[config.mk]
export PLATFORM = sky130hd
export DESIGN_NAME = wb_stage_flat
export DESIGN_NICKNAME = d
export VERILOG_FILES = /design/src/rtl/wb_stage_pkg.sv /design/src/rtl/wb_stage_if.sv /design/src/rtl/wb_stage_stable_counter.sv /design/src/rtl/wb_stage.sv /design/src/flat_wrapper.sv
export SDC_FILE = /design/constraint.sdc
export NUM_CORES = 1
export LEC_CHECK = 0
export CAP_MARGIN = 40
export CORE_AREA = 2 2 218 220
export DETAILED_ROUTE_END_ITERATION = 10
export DIE_AREA = 0 0 220 222
export HOLD_SLACK_MARGIN = 0.1
export MAX_ROUTING_LAYER = met4
export SLEW_MARGIN = 10
export SYNTH_ARGS = -nofsm -noshare
export SYNTH_HDL_FRONTEND = slang
export SYNTH_SLANG_ARGS = --single-unit
[constraint.sdc]
create_clock -name clk -period 2 [get_ports clk]
set_input_delay 0.3 -clock clk [delete_from_list [all_inputs] [get_ports clk]]
set_output_delay 0.3 -clock clk [all_outputs]
set_load 0.01 [all_outputs]
[src/rtl/wb_stage_pkg.sv]
// Shared definitions for the write-back stage: bus layout, exception codes and sizes.
// The memory stage packs MEM_to_WB_bus with the same struct and offsets.
package wb_stage_pkg;

  localparam int          BUS_W   = 207;
  localparam int          CNT_W   = 64;
  localparam logic [13:0] TID_NUM = 14'h040;

  localparam logic [5:0] ECODE_ADEF = 6'h08;
  localparam logic [5:0] ECODE_ALE  = 6'h09;
  localparam logic [5:0] ECODE_SYS  = 6'h0B;
  localparam logic [5:0] ECODE_BRK  = 6'h0C;
  localparam logic [5:0] ECODE_INE  = 6'h0D;

  // LSB offset of each bus field
  localparam int OFF_RESULT  = 0;
  localparam int OFF_DEST    = 32;
  localparam int OFF_GR_WE   = 37;
  localparam int OFF_PC      = 38;
  localparam int OFF_CSR_NUM = 70;
  localparam int OFF_CSRXCHG = 84;
  localparam int OFF_CSRWR   = 85;
  localparam int OFF_CSRRD   = 86;
  localparam int OFF_ERTN    = 87;
  localparam int OFF_SYSCALL = 88;
  localparam int OFF_RKD     = 89;
  localparam int OFF_RJ      = 121;
  localparam int OFF_EX_CODE = 153;
  localparam int OFF_RDCNTVH = 168;
  localparam int OFF_RDCNTVL = 169;
  localparam int OFF_RDCNTID = 170;
  localparam int OFF_BRK     = 171;
  localparam int OFF_BADDR   = 172;
  localparam int OFF_ALE     = 204;
  localparam int OFF_INE     = 205;
  localparam int OFF_ADEF    = 206;

  typedef struct packed {
    logic        adef;
    logic        ine;
    logic        ale;
    logic [31:0] baddr;
    logic        brk;
    logic        rdcntid;
    logic        rdcntvl;
    logic        rdcntvh;
    logic [14:0] ex_code;
    logic [31:0] rj;
    logic [31:0] rkd;
    logic        syscall;
    logic        ertn;
    logic        csrrd;
    logic        csrwr;
    logic        csrxchg;
    logic [13:0] csr_num;
    logic [31:0] pc;
    logic        gr_we;
    logic [4:0]  dest;
    logic [31:0] result;
  } mem_wb_bus_t;

endpackage

[src/rtl/wb_stage_if.sv]
// Memory-to-write-back handshake. Valid/ready: a beat transfers on a rising clk edge
// where MEM_to_WB_valid and WB_allowin are both high; the bus is held stable while valid is high.
interface wb_stage_if;
  import wb_stage_pkg::*;

  logic             MEM_to_WB_valid;
  logic [BUS_W-1:0] MEM_to_WB_bus;
  logic             WB_allowin;

  modport master (output MEM_to_WB_valid, output MEM_to_WB_bus, input WB_allowin);
  modport slave  (input MEM_to_WB_valid, input MEM_to_WB_bus, output WB_allowin);
endinterface

[src/rtl/wb_stage_stable_counter.sv]
// Free-running stable counter read by rdcntvl.w / rdcntvh.w; wraps from all-ones to zero.
module stable_counter #(
  parameter int CNT_W = 64
) (
  input  logic             clk,
  input  logic             reset,
  output logic [CNT_W-1:0] cnt
);
  logic [CNT_W-1:0] cnt_q, cnt_d;

  always_comb cnt_d = cnt_q + CNT_W'(1);

  always_ff @(posedge clk) begin
    if (reset) cnt_q <= '0;
    else       cnt_q <= cnt_d;
  end

  assign cnt = cnt_q;
endmodule

[src/rtl/wb_stage.sv]
// Write-back stage: commits one instruction per cycle, raises exceptions/ertn, drives exec_flush.
// Optional stable counter is built when STABLE_COUNTER_EN is defined.
module wb_stage
  import wb_stage_pkg::*;
(
  input  logic          clk,
  input  logic          reset,
  wb_stage_if.slave     mem_wb,
  output logic          exec_flush,
  output logic          ertn_flush,
  output logic          wb_ex,
  output logic [5:0]    wb_ecode,
  output logic [8:0]    wb_esubcode,
  output logic [31:0]   wb_pc,
  output logic [31:0]   wb_vaddr,
  output logic          csr_re,
  output logic [13:0]   csr_num,
  input  logic [31:0]   csr_rvalue,
  output logic          csr_we,
  output logic [31:0]   csr_wmask,
  output logic [31:0]   csr_wvalue,
  output logic          rf_we,
  output logic [4:0]    rf_waddr,
  output logic [31:0]   rf_wdata,
  output logic [38:0]   WB_fwd,
  output logic [31:0]   debug_wb_pc,
  output logic [3:0]    debug_wb_rf_we,
  output logic [4:0]    debug_wb_rf_wnum,
  output logic [31:0]   debug_wb_rf_wdata
);
  logic             ready_go;
  logic             wb_allowin;
  logic             wb_valid_q, wb_valid_d;
  mem_wb_bus_t      bus_q, bus_d;
  logic [CNT_W-1:0] cnt;
  logic             ex;
  logic             csr_op;

  assign ready_go          = 1'b1;
  assign wb_allowin        = !wb_valid_q | ready_go;
  assign mem_wb.WB_allowin = wb_allowin;

`ifdef STABLE_COUNTER_EN
  stable_counter #(.CNT_W(CNT_W)) u_stable_counter (
    .clk   (clk),
    .reset (reset),
    .cnt   (cnt)
  );
`else
  assign cnt = '0;
`endif

  // A committing exception/ertn drops whatever beat arrives alongside it.
  always_comb begin
    wb_valid_d = wb_valid_q;
    if (exec_flush)      wb_valid_d = 1'b0;
    else if (wb_allowin) wb_valid_d = mem_wb.MEM_to_WB_valid;
    bus_d = bus_q;
    if (wb_allowin && mem_wb.MEM_to_WB_valid) bus_d = mem_wb.MEM_to_WB_bus;
  end

  always_ff @(posedge clk) begin
    if (reset) wb_valid_q <= 1'b0;
    else       wb_valid_q <= wb_valid_d;
  end

  always_ff @(posedge clk) bus_q <= bus_d;

  always_comb begin
    ex          = bus_q.adef | bus_q.ine | bus_q.ale | bus_q.syscall | bus_q.brk;
    csr_op      = bus_q.csrrd | bus_q.csrwr | bus_q.csrxchg | bus_q.rdcntid;

    wb_ex       = wb_valid_q & ex;
    ertn_flush  = wb_valid_q & bus_q.ertn & ~ex;
    exec_flush  = wb_ex | ertn_flush;
    wb_ecode    = bus_q.ex_code[5:0];
    wb_esubcode = bus_q.ex_code[14:6];
    wb_pc       = bus_q.pc;
    wb_vaddr    = bus_q.adef ? bus_q.pc : bus_q.baddr;

    csr_re      = wb_valid_q & csr_op;
    csr_num     = bus_q.rdcntid ? TID_NUM : bus_q.csr_num;
    csr_we      = wb_valid_q & (bus_q.csrwr | bus_q.csrxchg) & ~ex;
    csr_wmask   = bus_q.csrxchg ? bus_q.rj : 32'hFFFF_FFFF;
    csr_wvalue  = bus_q.rkd;

    rf_wdata = bus_q.result;
    if (csr_op)             rf_wdata = csr_rvalue;
    else if (bus_q.rdcntvl) rf_wdata = cnt[31:0];
    else if (bus_q.rdcntvh) rf_wdata = cnt[63:32];
    rf_we    = wb_valid_q & bus_q.gr_we & ~ex;
    rf_waddr = bus_q.dest;

    WB_fwd = {wb_valid_q & bus_q.gr_we,
              wb_valid_q & (csr_op | bus_q.ertn | ex),
              bus_q.dest, rf_wdata};

    debug_wb_pc       = bus_q.pc;
    debug_wb_rf_we    = {4{rf_we}};
    debug_wb_rf_wnum  = bus_q.dest;
    debug_wb_rf_wdata = rf_wdata;
  end
endmodule

[src/flat_wrapper.sv]
// flat-port wrapper written by rule: the top's interface ports become plain ports
module wb_stage_flat import wb_stage_pkg::*;
  (clk, reset, exec_flush, ertn_flush, wb_ex, wb_ecode, wb_esubcode, wb_pc, wb_vaddr, csr_re, csr_num, csr_rvalue, csr_we, csr_wmask, csr_wvalue, rf_we, rf_waddr, rf_wdata, WB_fwd, debug_wb_pc, debug_wb_rf_we, debug_wb_rf_wnum, debug_wb_rf_wdata, mem_wb_MEM_to_WB_valid, mem_wb_MEM_to_WB_bus, mem_wb_WB_allowin);
  wb_stage_if mem_wb_i ();
  input  logic clk;
  input  logic reset;
  output logic exec_flush;
  output logic ertn_flush;
  output logic wb_ex;
  output logic [5:0] wb_ecode;
  output logic [8:0] wb_esubcode;
  output logic [31:0] wb_pc;
  output logic [31:0] wb_vaddr;
  output logic csr_re;
  output logic [13:0] csr_num;
  input  logic [31:0] csr_rvalue;
  output logic csr_we;
  output logic [31:0] csr_wmask;
  output logic [31:0] csr_wvalue;
  output logic rf_we;
  output logic [4:0] rf_waddr;
  output logic [31:0] rf_wdata;
  output logic [38:0] WB_fwd;
  output logic [31:0] debug_wb_pc;
  output logic [3:0] debug_wb_rf_we;
  output logic [4:0] debug_wb_rf_wnum;
  output logic [31:0] debug_wb_rf_wdata;
  input wire logic [$bits(mem_wb_i.MEM_to_WB_valid)-1:0] mem_wb_MEM_to_WB_valid;
  input wire logic [$bits(mem_wb_i.MEM_to_WB_bus)-1:0] mem_wb_MEM_to_WB_bus;
  output wire logic [$bits(mem_wb_i.WB_allowin)-1:0] mem_wb_WB_allowin;
  assign mem_wb_i.MEM_to_WB_valid = mem_wb_MEM_to_WB_valid;
  assign mem_wb_i.MEM_to_WB_bus = mem_wb_MEM_to_WB_bus;
  assign mem_wb_WB_allowin = mem_wb_i.WB_allowin;
  wb_stage u_core (.clk(clk), .reset(reset), .mem_wb(mem_wb_i), .exec_flush(exec_flush), .ertn_flush(ertn_flush), .wb_ex(wb_ex), .wb_ecode(wb_ecode), .wb_esubcode(wb_esubcode), .wb_pc(wb_pc), .wb_vaddr(wb_vaddr), .csr_re(csr_re), .csr_num(csr_num), .csr_rvalue(csr_rvalue), .csr_we(csr_we), .csr_wmask(csr_wmask), .csr_wvalue(csr_wvalue), .rf_we(rf_we), .rf_waddr(rf_waddr), .rf_wdata(rf_wdata), .WB_fwd(WB_fwd), .debug_wb_pc(debug_wb_pc), .debug_wb_rf_we(debug_wb_rf_we), .debug_wb_rf_wnum(debug_wb_rf_wnum), .debug_wb_rf_wdata(debug_wb_rf_wdata));
endmodule
# Word level (Yosys, flattened, before mapping)
# Index checks and enable logic that the tools add are counted.
# word_totals
register_bits,208
output_inout_bits,313
wordCells,50
# classes
n_reduce_logical,1
n_mux,6
n_bitwise,21
# op_table
op,n
2-to-1 mux 32 bit,5
2-to-1 mux 14 bit,1
bitwise OR 1 bit,11
bitwise AND 1 bit,9
OR reduction 2 bit,1
NOT 1 bit,1

# Logic depth before layout (Yosys ltp)
# logic_depth
depth_word,8
mapped_depth,4
ltp_nobuf,2

# Least setup slack after synthesis
# OpenSTA, ideal clock, no wires.
# synth_timing
path_type,register to output
from,reg u_core.bus_q[206] (netlist name)
to,out debug_wb_rf_we[0]
t_required_ns,1.700
slack_ns,-0.237
arrival_ns,1.937
path_stages_with_launch,5
path_cell_list,edfxtp_1 > buf_2 > or4_4 > nor4_1 > buf_4
# synth_via
elab_chain_cells,6
# synth_rtl
item,line,rtl
start: declaration,wb_stage.sv:34,"mem_wb_bus_t bus_q, bus_d;"
start signal: assignment,wb_stage.sv:67,always_ff @(posedge clk) bus_q <= bus_d;
bitwise OR 1 bit (4 in a row),wb_stage.sv:70,ex = bus_q.adef | bus_q.ine | bus_q.ale | bus_q.syscall | bus_q.brk;
NOT 1 bit,wb_stage.sv:91,rf_we = wb_valid_q & bus_q.gr_we & ~ex;
bitwise AND 1 bit,wb_stage.sv:91,
end: declaration,flat_wrapper.sv:25,output logic [3:0] debug_wb_rf_we;
# No other way between the ends.

# Worst setup path after layout
# layout_timing
from,reg u_core.bus_q[170] (netlist name)
to,out rf_wdata[24]
# layout_via
elab_chain_cells,2
# layout_rtl
item,line,rtl
bitwise OR 1 bit,wb_stage.sv:71,csr_op = bus_q.csrrd | bus_q.csrwr | bus_q.csrxchg | bus_q.rdcntid;
2-to-1 mux 32 bit,wb_stage.sv:88,if (csr_op) rf_wdata = csr_rvalue;
end: declaration,flat_wrapper.sv:22,output logic [31:0] rf_wdata;
# No other way between the ends.

==> impl_metrics.tcl <==
set metrics [dict create \
    syn_area_per_cell_sq_um 15.78 \
    violations "negative setup slack" \
    wl_per_cell_um 18.45 \
    ys_types 25 \
    fin_ws_ns -0.5461 \
    p_leak_nw 5.945 \
    clock_sinks 208 \
    synthTopCellsByCount "edfxtp_1, buf_4, mux2_2" \
    yosys-top-cells-area "edfxtp_1, buf_4, mux2_2, nor3b_1, nand2b_1" \
    rsz0062_at_grt "true" \
    die_h_um 222 \
    yosys_warnings 0 \
    yosysMostFrequentCell "edfxtp_1" \
    syn-cell-area_sq_um 9185 \
    grt_usage_pct 11.64 \
    ys_ff_latch 208 \
    tns_ns -51.95 \
    synth_top_flop_cell "edfxtp_1" \
    antenna_found_initial 5 \
    syn-instance-count 582 \
    synth_top_area_share_pct 67.67 \
    clk_latency_ns 0.53 \
    htree_levels 1 \
    dieArea_sq_um 48840 \
    p_per_area_nw_per_um2 758.3 \
    power_mw 11.94 \
    fin_crit_ns 2.546 \
    core_area_sq_um 46260 \
    placed_cells_incl_taps 1557 \
    final_cells 1645 \
    drc 0 \
    grt_pass1_wl_mm 40.60 \
    grt_start_max_net_pins 41 \
    cap_violations 0 \
    hold_class "input pin to flop" \
    irDropWorstVdd_mv 0.6083 \
    crit_path_max_fanout 8 \
    yosysSeqAreaShare_pct 67.89 \
    gp_congestion 0.7770 \
    cts_tree "done" \
    drive_gt1_share_pct 36.53 \
    finClkSkew_ns 0.001763 \
    first_iter_violations 207 \
    vias 6048 \
    cts_hold_buffers 0 \
    synth_edf_count 207 \
    synthToLayoutAreaGrowth_pct 71.39 \
    finalMaxSlewViolations 0 \
    arrival_ns 2.25 \
    path_class "flop to output pin" \
    antenna_left 0 \
    cts_buffer_depth 3 \
    ioPinCount 555 \
    cts_buffers 25 \
    fin_crit_sh_pct 127.3 \
    die_x_um 220 \
    via_per_inst 3.677 \
    nFillCells 4513 \
    initial_core_util_pct 19.86 \
    setup_viol 152 \
    syn_nets 824 \
    rows 79 \
    dr.pass1.iters 4 \
    drt-total-wl_mm 30.36 \
    grt_pass1_vias 6358 \
    startpoint_type "flop" \
    layout.nets 1259 \
    status "finished, violations left" \
    grt_remaining_overflow 0 \
    cts_root_buffer "clkbuf_16" \
    crit_path_end_kind "output pin" \
    async_reset_ff_share_pct 0 \
    required_ns 1.70 \
    fin_util_pct 34.03 \
    final_hold_viol_count 0 \
    port_buffers 553 \
    max_freq_mhz 392.8 \
    dp_hpwl_mm 21.71 \
    clkTransAtPathRegs_ns 0.06 \
    synth_area_leader_cell "edfxtp_1" \
]
==> kinds of logic after synthesis <==
kind of cell,synth area share (%)
buffers and inverters,17.05
flip-flops,67.89
AND/OR/NAND/NOR,6.784
multiplexers,7.846
AO/OA/AOI/OAI,0.3815
other,0.04083
==> worst max-delay path, cell delays in order, from the launching register on <==
cell and delay [ns]:
edfxtp_1 0.43, nor4_4 0.30, buf_6 0.20, clkbuf_16 0.20
buf_6 0.10, mux2_4 0.33, buf_6 0.13
==> cells in the final DEF (no fill, tap or decap) <==
| master | n |
|---|---|
| or4_4 | 1 |
| o32ai_2 | 1 |
| conb_1 | 1 |
| buf_2 | 47 |
| buf_6 | 143 |
| edfxtp_1 | 207 |
| or2_2 | 1 |
| nor4_4 | 3 |
| o21a_1 | 1 |
| clkdlybuf4s50_1 | 366 |
| diode_2 | 6 |
| clkbuf_8 | 1 |
| clkbuf_2 | 13 |
| a31oi_2 | 1 |
| nor2_1 | 1 |
| inv_1 | 3 |
| buf_16 | 4 |
| inv_16 | 1 |
| clkbuf_16 | 29 |
| a21oi_2 | 1 |
| mux2_4 | 31 |
| nand2b_4 | 15 |
| mux2_2 | 33 |
| and2b_1 | 4 |
| nor2_2 | 2 |
| clkinvlp_4 | 2 |
| or2b_1 | 2 |
| nor2_4 | 1 |
| nor3b_1 | 32 |
| nor2b_1 | 9 |
| nand2b_1 | 16 |
| buf_12 | 17 |
| nor4_2 | 2 |
| buf_4 | 24 |
| or3b_2 | 1 |
| dfxtp_1 | 1 |
| clkbuf_1 | 7 |
| dlygate4sd2_1 | 1 |
| clkinv_1 | 4 |
| clkinv_2 | 3 |
==> worst paths after layout <==
check	from	cells past startpoint	end	slack (ns)
worst max-delay path	u_core.bus_q[170]$_DFFE_PP_	6	rf_wdata[24]	-0.55
worst max register to register	u_core.bus_q[206]$_DFFE_PP_	5	u_core.wb_valid_q$_SDFF_PP0_	0.33
worst min-delay path	mem_wb_MEM_to_WB_valid	1	u_core.csr_wvalue[21]$_DFFE_PP_	0.21
worst min register to register	u_core.wb_valid_q$_SDFF_PP0_	1	u_core.wb_valid_q$_SDFF_PP0_	0.47
==> where the power goes <==
group          leakage (nW)  internal [mW]  switching, mW
Combinational          3.57           1.57          0.968
Clock                 0.344           2.29           1.78
Sequential             2.03           5.18          0.144
Total                  5.95           9.05           2.89
==> layout make-up <==
type | count | area [sq um] | area share, %
antenna | 6 | 15.01 | 0.09537
timing repair buffer | 620 | 6327 | 40.19
tap | 607 | 759.5 | 4.824
clock inverter | 10 | 65.06 | 0.4133
inverter | 3 | 11.26 | 0.07153
multi-input combinational | 159 | 1677 | 10.65
sequential | 208 | 6236 | 39.61
clock buffer | 32 | 651.9 | 4.141
==> flip-flops by register name, summed over array words and instances, names as in the netlist <==
| name | count |
|---|---|
| u_core.bus_q | 123 |
| u_core.wb_valid_q | 1 |
| u_core.csr_wvalue | 32 |
| u_core.debug_wb_pc | 32 |
| u_core.wb_esubcode | 9 |
| u_core.debug_wb_rf_wnum | 5 |
| u_core.wb_ecode | 6 |
==> metal layers <==
layer / up-vias / GRT usage [%] / part of all wire, %
met5: - / - / 0
met4: 0 / 3.247 / 2.6
li1: 2763 / - / -
met1: 2933 / 12.42 / 36
met2: 305 / 20.02 / 52
met3: 47 / 4.376 / 9.9
==> stage by stage <==
| stage | setup slack, ns | hold WS (ns) | cell area [sq um] |
|---|---|---|---|
| after detailed placement | -0.2597 | 0.4595 | 14250 |
| after global placement | -0.2510 | 0.4297 | 14250 |
| after CTS | -0.6700 | 0.1964 | 15110 |
| after floorplan | 0.003073 | 0.3989 | 9191 |
| final | -0.5461 | 0.2137 | 15740 |
| after global routing | -0.6311 | 0.2024 | 15740 |
==> what timing repair did <==
action / CTS / global route
cloned: 5 / 4
buffers inserted: 13 / 24
pin swaps: 2 / 3
resized for setup: 520 / 448
endpoints found under the hold margin: 0 / 0
setup endpoints to repair: 186 / 185
(Power assumes the default switching activity.)
